===== config.mk =====
export PLATFORM = sky130hd
export DESIGN_NAME = enc_pkt_framer_flat
export DESIGN_NICKNAME = d
export VERILOG_FILES = /design/src/rtl/enc_pkg.sv /design/src/rtl/enc_pkt_framer_if.sv /design/src/rtl/enc_sync_fifo.sv /design/src/rtl/enc_pkt_framer.sv /design/src/flat_wrapper.sv
export SDC_FILE = /design/constraint.sdc
export NUM_CORES = 1
export LEC_CHECK = 0
export ABC_AREA = 1
export CAP_MARGIN = 15
export CORE_ASPECT_RATIO = 0.6
export CORE_MARGIN = 1
export CORE_UTILIZATION = 60
export DETAILED_ROUTE_END_ITERATION = 6
export HOLD_SLACK_MARGIN = 0.02
export PLACE_DENSITY_LB_ADDON = 0.3
export SYNTH_ARGS = -nofsm -noshare
export SYNTH_HDL_FRONTEND = slang
export SYNTH_HIERARCHICAL = 1
export SYNTH_SLANG_ARGS = --single-unit

===== constraint.sdc =====
create_clock -name clk -period 6.7 [get_ports clk]
set_clock_uncertainty 0.1 [all_clocks]
set_input_delay 1.34 -clock clk [delete_from_list [all_inputs] [get_ports clk]]
set_output_delay 1.34 -clock clk [all_outputs]
set_load 0.005 [all_outputs]

===== src/rtl/enc_pkg.sv =====
// Shared constants and types for the encryption ingress framer.
//   CTRL_MODHDR / CTRL_PAYLOAD : ctrl codes for module-header and payload words
//   DATA_W_DEF / CTRL_W_DEF    : default datapath and ctrl widths
//   state_t                    : classifier states
//   cnt_width()                : width of the payload counter for a given skip
package enc_pkg;

  localparam int DATA_W_DEF = 64;
  localparam int CTRL_W_DEF = 8;

  localparam logic [7:0] CTRL_MODHDR  = 8'hFF;
  localparam logic [7:0] CTRL_PAYLOAD = 8'h00;

  typedef enum logic [1:0] {
    IDLE    = 2'd0,
    MODHDR  = 2'd1,
    PAYLOAD = 2'd2
  } state_t;

  // Counter must hold values 0..skip; keep at least one bit so skip=0 still builds.
  function automatic int cnt_width(input int skip);
    int w;
    w = $clog2(skip + 1);
    return (w < 1) ? 1 : w;
  endfunction

endpackage


===== src/rtl/enc_pkt_framer_if.sv =====
// Packet stream bundle between the upstream source, the framer and top_encryption.
//   in_data/in_ctrl/in_wr  : upstream word, ctrl and write strobe
//   in_rdy                 : framer has space
//   out_data/out_ctrl      : word and ctrl towards the encryptor
//   out_enc                : word must be encrypted
//   out_wr/out_rdy         : output valid / downstream ready
// master = stream source and sink (test harness / neighbours), slave = framer.
interface enc_pkt_framer_if
  import enc_pkg::*;
#(
  parameter int DATA_W = DATA_W_DEF,
  parameter int CTRL_W = CTRL_W_DEF
);
  logic [DATA_W-1:0] in_data;
  logic [CTRL_W-1:0] in_ctrl;
  logic              in_wr;
  logic              in_rdy;
  logic [DATA_W-1:0] out_data;
  logic [CTRL_W-1:0] out_ctrl;
  logic              out_enc;
  logic              out_wr;
  logic              out_rdy;

  modport master (
    output in_data, in_ctrl, in_wr, out_rdy,
    input  in_rdy, out_data, out_ctrl, out_enc, out_wr
  );

  modport slave (
    input  in_data, in_ctrl, in_wr, out_rdy,
    output in_rdy, out_data, out_ctrl, out_enc, out_wr
  );
endinterface


===== src/rtl/enc_sync_fifo.sv =====
// Single-clock FIFO with extra pointer MSB for full/empty discrimination.
//   clk, rst_n  : clock, async active-low reset
//   push, wdata : write (caller guarantees space, or a pop in the same cycle)
//   pop, rdata  : read; rdata shows the head entry combinationally
//   full, empty : status
//   count       : current occupancy
module enc_sync_fifo #(
  parameter int WIDTH = 8,
  parameter int DEPTH = 8
) (
  input  logic                     clk,
  input  logic                     rst_n,
  input  logic                     push,
  input  logic [WIDTH-1:0]         wdata,
  input  logic                     pop,
  output logic [WIDTH-1:0]         rdata,
  output logic                     full,
  output logic                     empty,
  output logic [$clog2(DEPTH):0]   count
);
  localparam int AW = $clog2(DEPTH);

  logic [WIDTH-1:0] mem [DEPTH];
  logic [AW:0]      wr_ptr;
  logic [AW:0]      rd_ptr;

  always_ff @(posedge clk) begin
    if (push) mem[wr_ptr[AW-1:0]] <= wdata;
  end

  always_ff @(posedge clk or negedge rst_n) begin
    if (!rst_n) begin
      wr_ptr <= '0;
      rd_ptr <= '0;
    end else begin
      if (push) wr_ptr <= wr_ptr + (AW+1)'(1);
      if (pop)  rd_ptr <= rd_ptr + (AW+1)'(1);
    end
  end

  // Push and pop on a full FIFO touch the same slot; the head is read out
  // before the edge that overwrites it, so order is preserved.
  assign rdata = mem[rd_ptr[AW-1:0]];
  assign count = wr_ptr - rd_ptr;
  assign empty = (wr_ptr == rd_ptr);
  assign full  = (wr_ptr[AW] != rd_ptr[AW]) && (wr_ptr[AW-1:0] == rd_ptr[AW-1:0]);

endmodule


===== src/rtl/enc_pkt_framer.sv =====
// Ingress framer ahead of top_encryption: classifies each word as module header,
// cleartext header payload or cipher payload, buffers it and tags it with out_enc.
//   clk, rst_n   : datapath clock, async active-low reset
//   bus (slave)  : in_data/in_ctrl/in_wr/in_rdy upstream,
//                  out_data/out_ctrl/out_enc/out_wr/out_rdy downstream
//   ovf          : sticky overflow (a write arrived while full)
// Build option ENC_FRAMER_STATS_EN adds pkt_cnt and enc_word_cnt outputs.
//
// state   | meaning
// IDLE    | between packets
// MODHDR  | inside module-header words (ctrl = FF)
// PAYLOAD | inside payload; cnt counts words up to HDR_SKIP
module enc_pkt_framer
  import enc_pkg::*;
#(
  parameter int FIFO_DEPTH = 8,
  parameter int HDR_SKIP   = 3,
  parameter int DATA_W     = DATA_W_DEF,
  parameter int CTRL_W     = CTRL_W_DEF
) (
  input  logic                 clk,
  input  logic                 rst_n,
  enc_pkt_framer_if.slave      bus,
  output logic                 ovf
`ifdef ENC_FRAMER_STATS_EN
  ,
  output logic [31:0]          pkt_cnt,
  output logic [31:0]          enc_word_cnt
`endif
);
  localparam int AW = $clog2(FIFO_DEPTH);
  localparam int CW = cnt_width(HDR_SKIP);
  localparam int EW = 1 + CTRL_W + DATA_W;

  localparam logic [CTRL_W-1:0] C_MOD     = CTRL_W'(CTRL_MODHDR);
  localparam logic [CTRL_W-1:0] C_PAY     = CTRL_W'(CTRL_PAYLOAD);
  localparam logic [CW-1:0]     SKIP      = CW'(HDR_SKIP);
  localparam logic              SKIP_ZERO = (HDR_SKIP == 0);
  localparam logic [AW:0]       RDY_LIMIT = (AW+1)'(FIFO_DEPTH - 2);

  state_t           state, state_nxt;
  logic [CW-1:0]    cnt, cnt_nxt;
  logic             tag;
  logic             is_mod, is_pay;
  logic             push, pop;
  logic             fifo_full, fifo_empty;
  logic [AW:0]      occ, occ_nxt;
  logic [EW-1:0]    fifo_rd;

  assign is_mod = (bus.in_ctrl == C_MOD);
  assign is_pay = (bus.in_ctrl == C_PAY);

  // Output register can take a new entry when empty or being drained this cycle.
  assign pop  = !fifo_empty && (!bus.out_wr || bus.out_rdy);
  // A write on a full FIFO still goes in when the head leaves in the same cycle.
  assign push = bus.in_wr && (!fifo_full || pop);

  // Classifier only advances on words that actually enter the FIFO.
  always_ff @(posedge clk or negedge rst_n) begin
    if (!rst_n) begin
      state <= IDLE;
      cnt   <= '0;
    end else if (push) begin
      state <= state_nxt;
      cnt   <= cnt_nxt;
    end
  end

  always_comb begin
    state_nxt = state;
    cnt_nxt   = cnt;
    case (state)
      IDLE, MODHDR: begin
        if (is_mod) begin
          state_nxt = MODHDR;
          cnt_nxt   = '0;
        end else if (is_pay) begin
          state_nxt = PAYLOAD;
          cnt_nxt   = CW'(1);
        end else begin
          state_nxt = IDLE;
          cnt_nxt   = '0;
        end
      end
      PAYLOAD: begin
        if (is_mod) begin
          state_nxt = MODHDR;
          cnt_nxt   = '0;
        end else if (is_pay) begin
          state_nxt = PAYLOAD;
          cnt_nxt   = (cnt >= SKIP) ? cnt : cnt + CW'(1);
        end else begin
          state_nxt = IDLE;
          cnt_nxt   = '0;
        end
      end
      default: begin
        state_nxt = IDLE;
        cnt_nxt   = '0;
      end
    endcase
  end

  always_comb begin
    tag = 1'b0;
    case (state)
      IDLE, MODHDR: tag = is_pay && SKIP_ZERO;
      PAYLOAD:      tag = !is_mod && (cnt >= SKIP);
      default:      tag = 1'b0;
    endcase
  end

  enc_sync_fifo #(
    .WIDTH (EW),
    .DEPTH (FIFO_DEPTH)
  ) u_fifo (
    .clk   (clk),
    .rst_n (rst_n),
    .push  (push),
    .wdata ({tag, bus.in_ctrl, bus.in_data}),
    .pop   (pop),
    .rdata (fifo_rd),
    .full  (fifo_full),
    .empty (fifo_empty),
    .count (occ)
  );

  assign occ_nxt = occ + (AW+1)'(push) - (AW+1)'(pop);

  // Registered threshold leaves one slot for a word already in flight.
  always_ff @(posedge clk or negedge rst_n) begin
    if (!rst_n) bus.in_rdy <= 1'b0;
    else        bus.in_rdy <= (occ_nxt <= RDY_LIMIT);
  end

  always_ff @(posedge clk or negedge rst_n) begin
    if (!rst_n)                  ovf <= 1'b0;
    else if (bus.in_wr && !push) ovf <= 1'b1;
  end

  always_ff @(posedge clk or negedge rst_n) begin
    if (!rst_n) begin
      bus.out_data <= '0;
      bus.out_ctrl <= '0;
      bus.out_enc  <= 1'b0;
      bus.out_wr   <= 1'b0;
    end else if (pop) begin
      {bus.out_enc, bus.out_ctrl, bus.out_data} <= fifo_rd;
      bus.out_wr <= 1'b1;
    end else if (bus.out_rdy) begin
      bus.out_wr <= 1'b0;
    end
  end

`ifdef ENC_FRAMER_STATS_EN
  logic out_acc;
  logic out_last;

  assign out_acc  = bus.out_wr && bus.out_rdy;
  assign out_last = (bus.out_ctrl != C_PAY) && (bus.out_ctrl != C_MOD);

  always_ff @(posedge clk or negedge rst_n) begin
    if (!rst_n) begin
      pkt_cnt      <= '0;
      enc_word_cnt <= '0;
    end else begin
      if (out_acc && out_last)    pkt_cnt      <= pkt_cnt + 32'd1;
      if (out_acc && bus.out_enc) enc_word_cnt <= enc_word_cnt + 32'd1;
    end
  end
`endif

endmodule


===== src/flat_wrapper.sv =====
// flat-port wrapper written by rule: the top's interface ports become plain ports
module enc_pkt_framer_flat import enc_pkg::*;
#(
  parameter int FIFO_DEPTH = 8,
  parameter int HDR_SKIP   = 3,
  parameter int DATA_W     = DATA_W_DEF,
  parameter int CTRL_W     = CTRL_W_DEF
)
  (clk, rst_n, ovf, bus_in_data, bus_in_ctrl, bus_in_wr, bus_out_rdy, bus_in_rdy, bus_out_data, bus_out_ctrl, bus_out_enc, bus_out_wr);
  enc_pkt_framer_if #(.DATA_W(DATA_W), .CTRL_W(CTRL_W)) bus_i ();
  input  logic clk;
  input  logic rst_n;
  output logic ovf;
  input wire logic [$bits(bus_i.in_data)-1:0] bus_in_data;
  input wire logic [$bits(bus_i.in_ctrl)-1:0] bus_in_ctrl;
  input wire logic [$bits(bus_i.in_wr)-1:0] bus_in_wr;
  input wire logic [$bits(bus_i.out_rdy)-1:0] bus_out_rdy;
  output wire logic [$bits(bus_i.in_rdy)-1:0] bus_in_rdy;
  output wire logic [$bits(bus_i.out_data)-1:0] bus_out_data;
  output wire logic [$bits(bus_i.out_ctrl)-1:0] bus_out_ctrl;
  output wire logic [$bits(bus_i.out_enc)-1:0] bus_out_enc;
  output wire logic [$bits(bus_i.out_wr)-1:0] bus_out_wr;
  assign bus_i.in_data = bus_in_data;
  assign bus_i.in_ctrl = bus_in_ctrl;
  assign bus_i.in_wr = bus_in_wr;
  assign bus_i.out_rdy = bus_out_rdy;
  assign bus_in_rdy = bus_i.in_rdy;
  assign bus_out_data = bus_i.out_data;
  assign bus_out_ctrl = bus_i.out_ctrl;
  assign bus_out_enc = bus_i.out_enc;
  assign bus_out_wr = bus_i.out_wr;
  enc_pkt_framer #(.FIFO_DEPTH(FIFO_DEPTH), .HDR_SKIP(HDR_SKIP), .DATA_W(DATA_W), .CTRL_W(CTRL_W)) u_core (.clk(clk), .rst_n(rst_n), .bus(bus_i), .ovf(ovf));
endmodule

==> results of run 1 <==
critical path, cell delays in order, from the launching register on:
cell	delay, ps
dfrtp_4	880
inv_4	50
ha_1	310
nand3_1	110
nor2b_1	60
inv_1	90
nand2_4	60
a21oi_2	410
nand2_1	350
nor2_4	740
buf_4	520
cell families after synthesis:
logic type,synth area share [%]
buffers and inverters,10.9
XOR/XNOR,0.328
adder cells (fa/ha/maj),0.562
AO/OA/AOI/OAI,0.200
flip-flops,67.1
AND/OR/NAND/NOR,20.9
cells in the mapped netlist (2+ instances only):
cell type  instances
buf_1              8
buf_2             60
buf_4             10
buf_6             40
clkbuf_1          10
dfrtp_1           88
edfxtp_1         584
fa_1               2
ha_1              10
inv_1            607
inv_2              2
nand2_1         1200
nand3_1          297
nand3b_1           2
nor2_1            21
o21ai_0            6
xnor2_1            5
xor2_1             6
where the power goes:
group / leakage (nW) / internal, mW / switching [mW]
logic: 7.97 / 1.71 / 3.42
registers: 6.39 / 5.40 / 0.367
clock network: 0.954 / 1.90 / 1.48
how the worst max path moves through the flow:
stage | to | cells past startpoint
after CTS | u_core/u_fifo/mem[6][40] | 10
final | u_core/u_fifo/mem[6][52] | 10
after floorplan | u_core/u_fifo/mem[7][0] | 6
after detailed placement | u_core/u_fifo/mem[6][55] | 8
after global routing | u_core/bus.in_rdy | 17
after global placement | u_core/u_fifo/mem[6][59] | 8
flip-flops by register name (all words and copies together), names as in the netlist:
| signal | count |
|---|---|
| u_core/cnt | 2 |
| u_core/bus.out_wr | 1 |
| u_core/u_fifo/rd_ptr | 4 |
| u_core/bus.in_rdy | 1 |
| u_core/u_fifo/mem | 584 |
| u_core/bus.out_ctrl | 8 |
| u_core/bus.out_enc | 1 |
| u_core/state | 2 |
| u_core/bus.out_data | 64 |
| u_core/u_fifo/wr_ptr | 4 |
| u_core/ovf | 1 |
layout make-up:
class,count,area share (%)
Sequential cell,672,59.7
Multi-Input combinational cell,1560,19.7
Inverter,610,6.96
Timing Repair Buffer,177,5.31
Clock buffer,87,5.22
Tap cell,640,2.42
Clock inverter,25,0.636
Antenna cell,2,0.0151
through the flow:
stage / util [%] / instance area, µm²
final: 68.7 / 33100
after global routing: 68.7 / 33100
after CTS: 68.7 / 33100
after detailed placement: 64.7 / 31100
after global placement: 64.7 / 31100
after floorplan: - / 29400
metal layers:
metal / GRT usage (%) / routed length, µm / vias to the layer above
met5: 0 / 13 / -
met3: 3.70 / 4560 / 92
met4: 6.31 / 1150 / 2
li1: - / - / 9402
met2: 43.7 / 31100 / 719
met1: 37.0 / 27700 / 9307
==> out/results.tsv, run 1 <==
stage	metric	value	unit
power_and_ir_drop	leakagePower	15.3	nW
finish	multiInputGateArea	6520	µm²
routing	drc	10	
clock_tree	insertion_delay	590	ps
synth	synth_edf_count	584	
power_and_ir_drop	vdd_drop_max	0.000319	V
die	initial_utilization	61.1	%
finish	drive_gt1_share	4.28	%
global_route	grt_pass1_wl	103000	µm
finish	final_cell_mix	nand2_1 (1200), inv_1 (606), edfxtp_1 (584)	
clock_tree	cts.path.max_buffers	3	
routing	first_pass_iters	7	
worst_setup_path	end_kind	register	
synth	yosysSeqAreaShare	67.1	%
sta	finalHoldViolations	0	
sta	max-slew-margin-rel	21.9	%
routing	wl_per_cell	17.1	µm
synth	netlist.area_leader.share	59.7	%
synth	syn_nets	3059	
sta	fin_tns_setup	0	ps
placement	gp_congestion	0.810	
die	core-area	48100	µm²
hold_path	min_path_type	reg -> reg	
clock_tree	htreeDepth	2	
die	top_level_ports	152	
clock_tree	cts_num_sinks	672	
global_route	grt_max_degree	162	
sta	finalSetupViolCount	0	
sta	max_freq	246	MHz
clock_tree	cts-root-buf	clkbuf_16	
finish	final_cells	3773	
clock_tree	cts_resized	0	
placement	post-place-ws	2240	ps
synth	synth_ff_type	edfxtp_1	
synth	synth_seq_cells	672	
synth	async_reset_ff_share	13.1	%
global_route	grt_util_all_layers	26.3	%
routing	routed_wl	64600	µm
routing	drtIter0Drc	1844	
power_and_ir_drop	powerDensity	432	nW/µm²
finish	layout_commonest_cell	nand2_1	
sta	grt_setup_unrepaired	false	
die	die_h	173	µm
synth	ys_types	31	
finish	layout.nets	3169	
placement	dp.cells	3659	
power_and_ir_drop	power	14.3	mW
outcome	status	finished, violations left	
synth	netlist_area	29400	µm²
run	maxCapViolCount	0	
worst_setup_path	setup.worst_path.start	u_core/u_fifo/rd_ptr[1]	
die	rows	62	
routing	via_per_inst	5.17	
worst_setup_path	reg2reg_to	u_core/u_fifo/mem[6][52]	
worst_setup_path	cp.required	6840	ps
placement	numPortBuffers	151	
global_route	antenna_found_initial	4	
clock_tree	post_cts_buffers	0	
synth	netlist_instances	2971	
worst_setup_path	r2r_slack	2640	ps
sta	tightest_slew	1170	ps
clock_tree	clkTransAtPathRegs	60	ps
clock_tree	ctsHoldBuffers	0	
hold_path	hold_path_startpoint	u_core/bus.out_data[53]	
hold_path	min_to	u_core/bus.out_data[53]	
worst_setup_path	r2r-start	u_core/u_fifo/rd_ptr[1]	
synth	synth_top_area_cell	edfxtp_1	
worst_setup_path	crit_type	reg -> reg	
sta	slew_violations	0	
sta	whs	379	ps
global_route	grt_overflow	0	
synth	avgSynthCellArea	9.90	µm²
routing	vias	19522	
sta	layout_setup_ws	2640	ps
synth	yosysWarnings	6	
clock_tree	numCtsBuffers	60	
finish	syn2layout_area_growth	12.5	%
routing	ant_nets	0	
clock_tree	cts_tree	yes	
synth	synthTopCellsByArea	edfxtp_1 (60%), nand2_1 (15%), inv_1 (7.8%)	
sta	period_needed	4060	ps
worst_setup_path	cp.arrival	4200	ps
worst_setup_path	rr_worst_depth	10	
global_route	grt_pass1_vias	19568	
finish	nFillCells	3396	
die	fp.dieW	288	µm
hold_path	hold_depth	2	
worst_setup_path	cp-start-kind	register	
worst_setup_path	path_max_fanout	48	
outcome	violations	design-rule violations	
placement	dp_hpwl	35000	µm
sta	timing.final.crit_share	60.6	%
finish	regArea	19700	µm²
die	die_area	49900	µm²
Note: power is estimated with default switching activity, not from simulation.
==> run 2, diff against run 1 <==
CORE_UTILIZATION = 54   (was 60)
clock period = 3.6 ns   (was 6.7 ns; I/O delays follow)
==> out/results.tsv, run 2 (synthesized netlist as in run 1, its figures left out) <==
stage	metric	value	unit
outcome	status	completed	
finish	regArea	19800	µm²
global_route	grt_util_all_layers	24.1	%
sta	fin_tns_setup	0	ps
routing	wl_per_cell	17.0	µm
finish	largest_register_ffs	584	
power_and_ir_drop	vdd_drop_max	0.00113	V
clock_tree	cts.path.max_buffers	3	
worst_setup_path	crit_type	reg -> reg	
finish	drive_gt1_share	4.62	%
power_and_ir_drop	leakagePower	15.4	nW
finish	layout_commonest_cell	nand2_1	
die	die_area	55400	µm²
sta	finalSetupViolCount	0	
worst_setup_path	path_max_fanout	31	
sta	tightest_slew	1200	ps
clock_tree	cts_tree	yes	
sta	finalHoldViolations	0	
routing	maxUsedRoutingLayer	met4	
sta	slew_violations	0	
worst_setup_path	end_kind	register	
routing	wl_met2	30900	µm
routing	vias	19636	
sta	grt_setup_unrepaired	false	
finish	syn2layout_area_growth	13.5	%
power_and_ir_drop	powerDensity	803	nW/µm²
finish	multiInputGateArea	6520	µm²
routing	routed_wl	65300	µm
hold_path	min_path_type	reg -> reg	
placement	gp_congestion	0.825	
clock_tree	cts_num_sinks	672	
worst_setup_path	r2r_slack	470	ps
finish	final_cell_mix	nand2_1 (1200), inv_1 (606), edfxtp_1 (584)	
worst_setup_path	cp.arrival	3280	ps
routing	drc	0	
sta	max-slew-margin-rel	20.0	%
routing	drtIter0Drc	1724	
placement	numPortBuffers	151	
finish	nFillCells	4116	
sta	period_needed	3130	ps
global_route	grt_pass1_vias	19627	
die	initial_utilization	55.3	%
clock_tree	cts-root-buf	clkbuf_16	
worst_setup_path	cp-start-kind	register	
routing	ant_nets	0	
routing	first_pass_iters	5	
clock_tree	insertion_delay	630	ps
die	top_level_ports	152	
die	core-area	53200	µm²
placement	dpl_cell_area	31400	µm²
sta	timing.final.crit_share	87.1	%
placement	dp_hpwl	36500	µm
clock_tree	post_cts_buffers	0	
run	maxCapViolCount	0	
die	rows	65	
sta	max_freq	319	MHz
global_route	grt_max_degree	200	
routing	via_per_inst	5.11	
clock_tree	clkTransAtPathRegs	70	ps
clock_tree	numCtsBuffers	58	
global_route	grt_pass1_wl	104000	µm
finish	final_core_util	62.7	%
finish	design_area	33400	µm²
routing	wl_met1	29000	µm
worst_setup_path	cp.required	3740	ps
die	fp.dieW	303	µm
finish	layout.nets	3177	
die	die_h	183	µm
clock_tree	htreeDepth	2	
routing	wl_met3	4200	µm
global_route	grt_overflow	0	
global_route	antenna_found_initial	2	
[run 2: path summary, 6_finish.rpt]
kind,from,to,depth (start not counted)
setup / recovery,u_core/u_fifo/wr_ptr[2],u_core/u_fifo/mem[1][42],9
hold / removal,u_core/bus.out_data[26],u_core/bus.out_data[26],2
setup reg to reg,u_core/u_fifo/wr_ptr[2],u_core/u_fifo/mem[1][42],9
hold reg to reg,u_core/bus.out_data[26],u_core/bus.out_data[26],2
max in group asynchronous,rst_n,u_core/u_fifo/rd_ptr[2],3
min in group asynchronous,rst_n,u_core/bus.out_data[54],2
[run 2: layout make-up]
class                           count  share of cell area [%]
Antenna cell                        2                  0.0150
Clock buffer                       69                    4.57
Clock inverter                     39                    1.29
Inverter                          610                    6.90
Multi-Input combinational cell   1560                    19.5
Sequential cell                   672                    59.2
Tap cell                          703                    2.64
Timing Repair Buffer              187                    5.83
[run 2: worst max-delay path: stages (launching register included)]
cell and delay, ps:
dfrtp_1 430, ha_1 380, nand3_1 150, nor2b_1 80, inv_1 90, nand2_4 70, a21oi_2 400, nand2_1 360
nor2_4 230, buf_4 450
[run 2: per-layer routing]
metal / vias up / track usage, %
li1: 9417 / -
met1: 9465 / 34.2
met2: 657 / 39.5
met3: 97 / 3.08
met4: 0 / 6.29
met5: - / 0
[run 2: what timing repair did]
action	in CTS	in global routing
hold endpoints to repair	2	0
setup endpoints to repair	0	0
resized for setup	0	0
hold buffers	1	0
[run 2: metrics by stage]
step	setup slack (ps)	cells	power, mW	hold slack, ps
floorplan	-790	2971	17.5	324
global placement	282	3731	20.2	363
detailed placement	259	3731	20.5	364
CTS	433	3840	26.9	382
global route	287	3841	28.5	393
finish	465	3842	26.8	377
[run 2: power by group]
part / switching, mW / internal (mW)
sequential: 0.473 / 10.0
combinational: 6.57 / 3.28
clock: 2.80 / 3.61
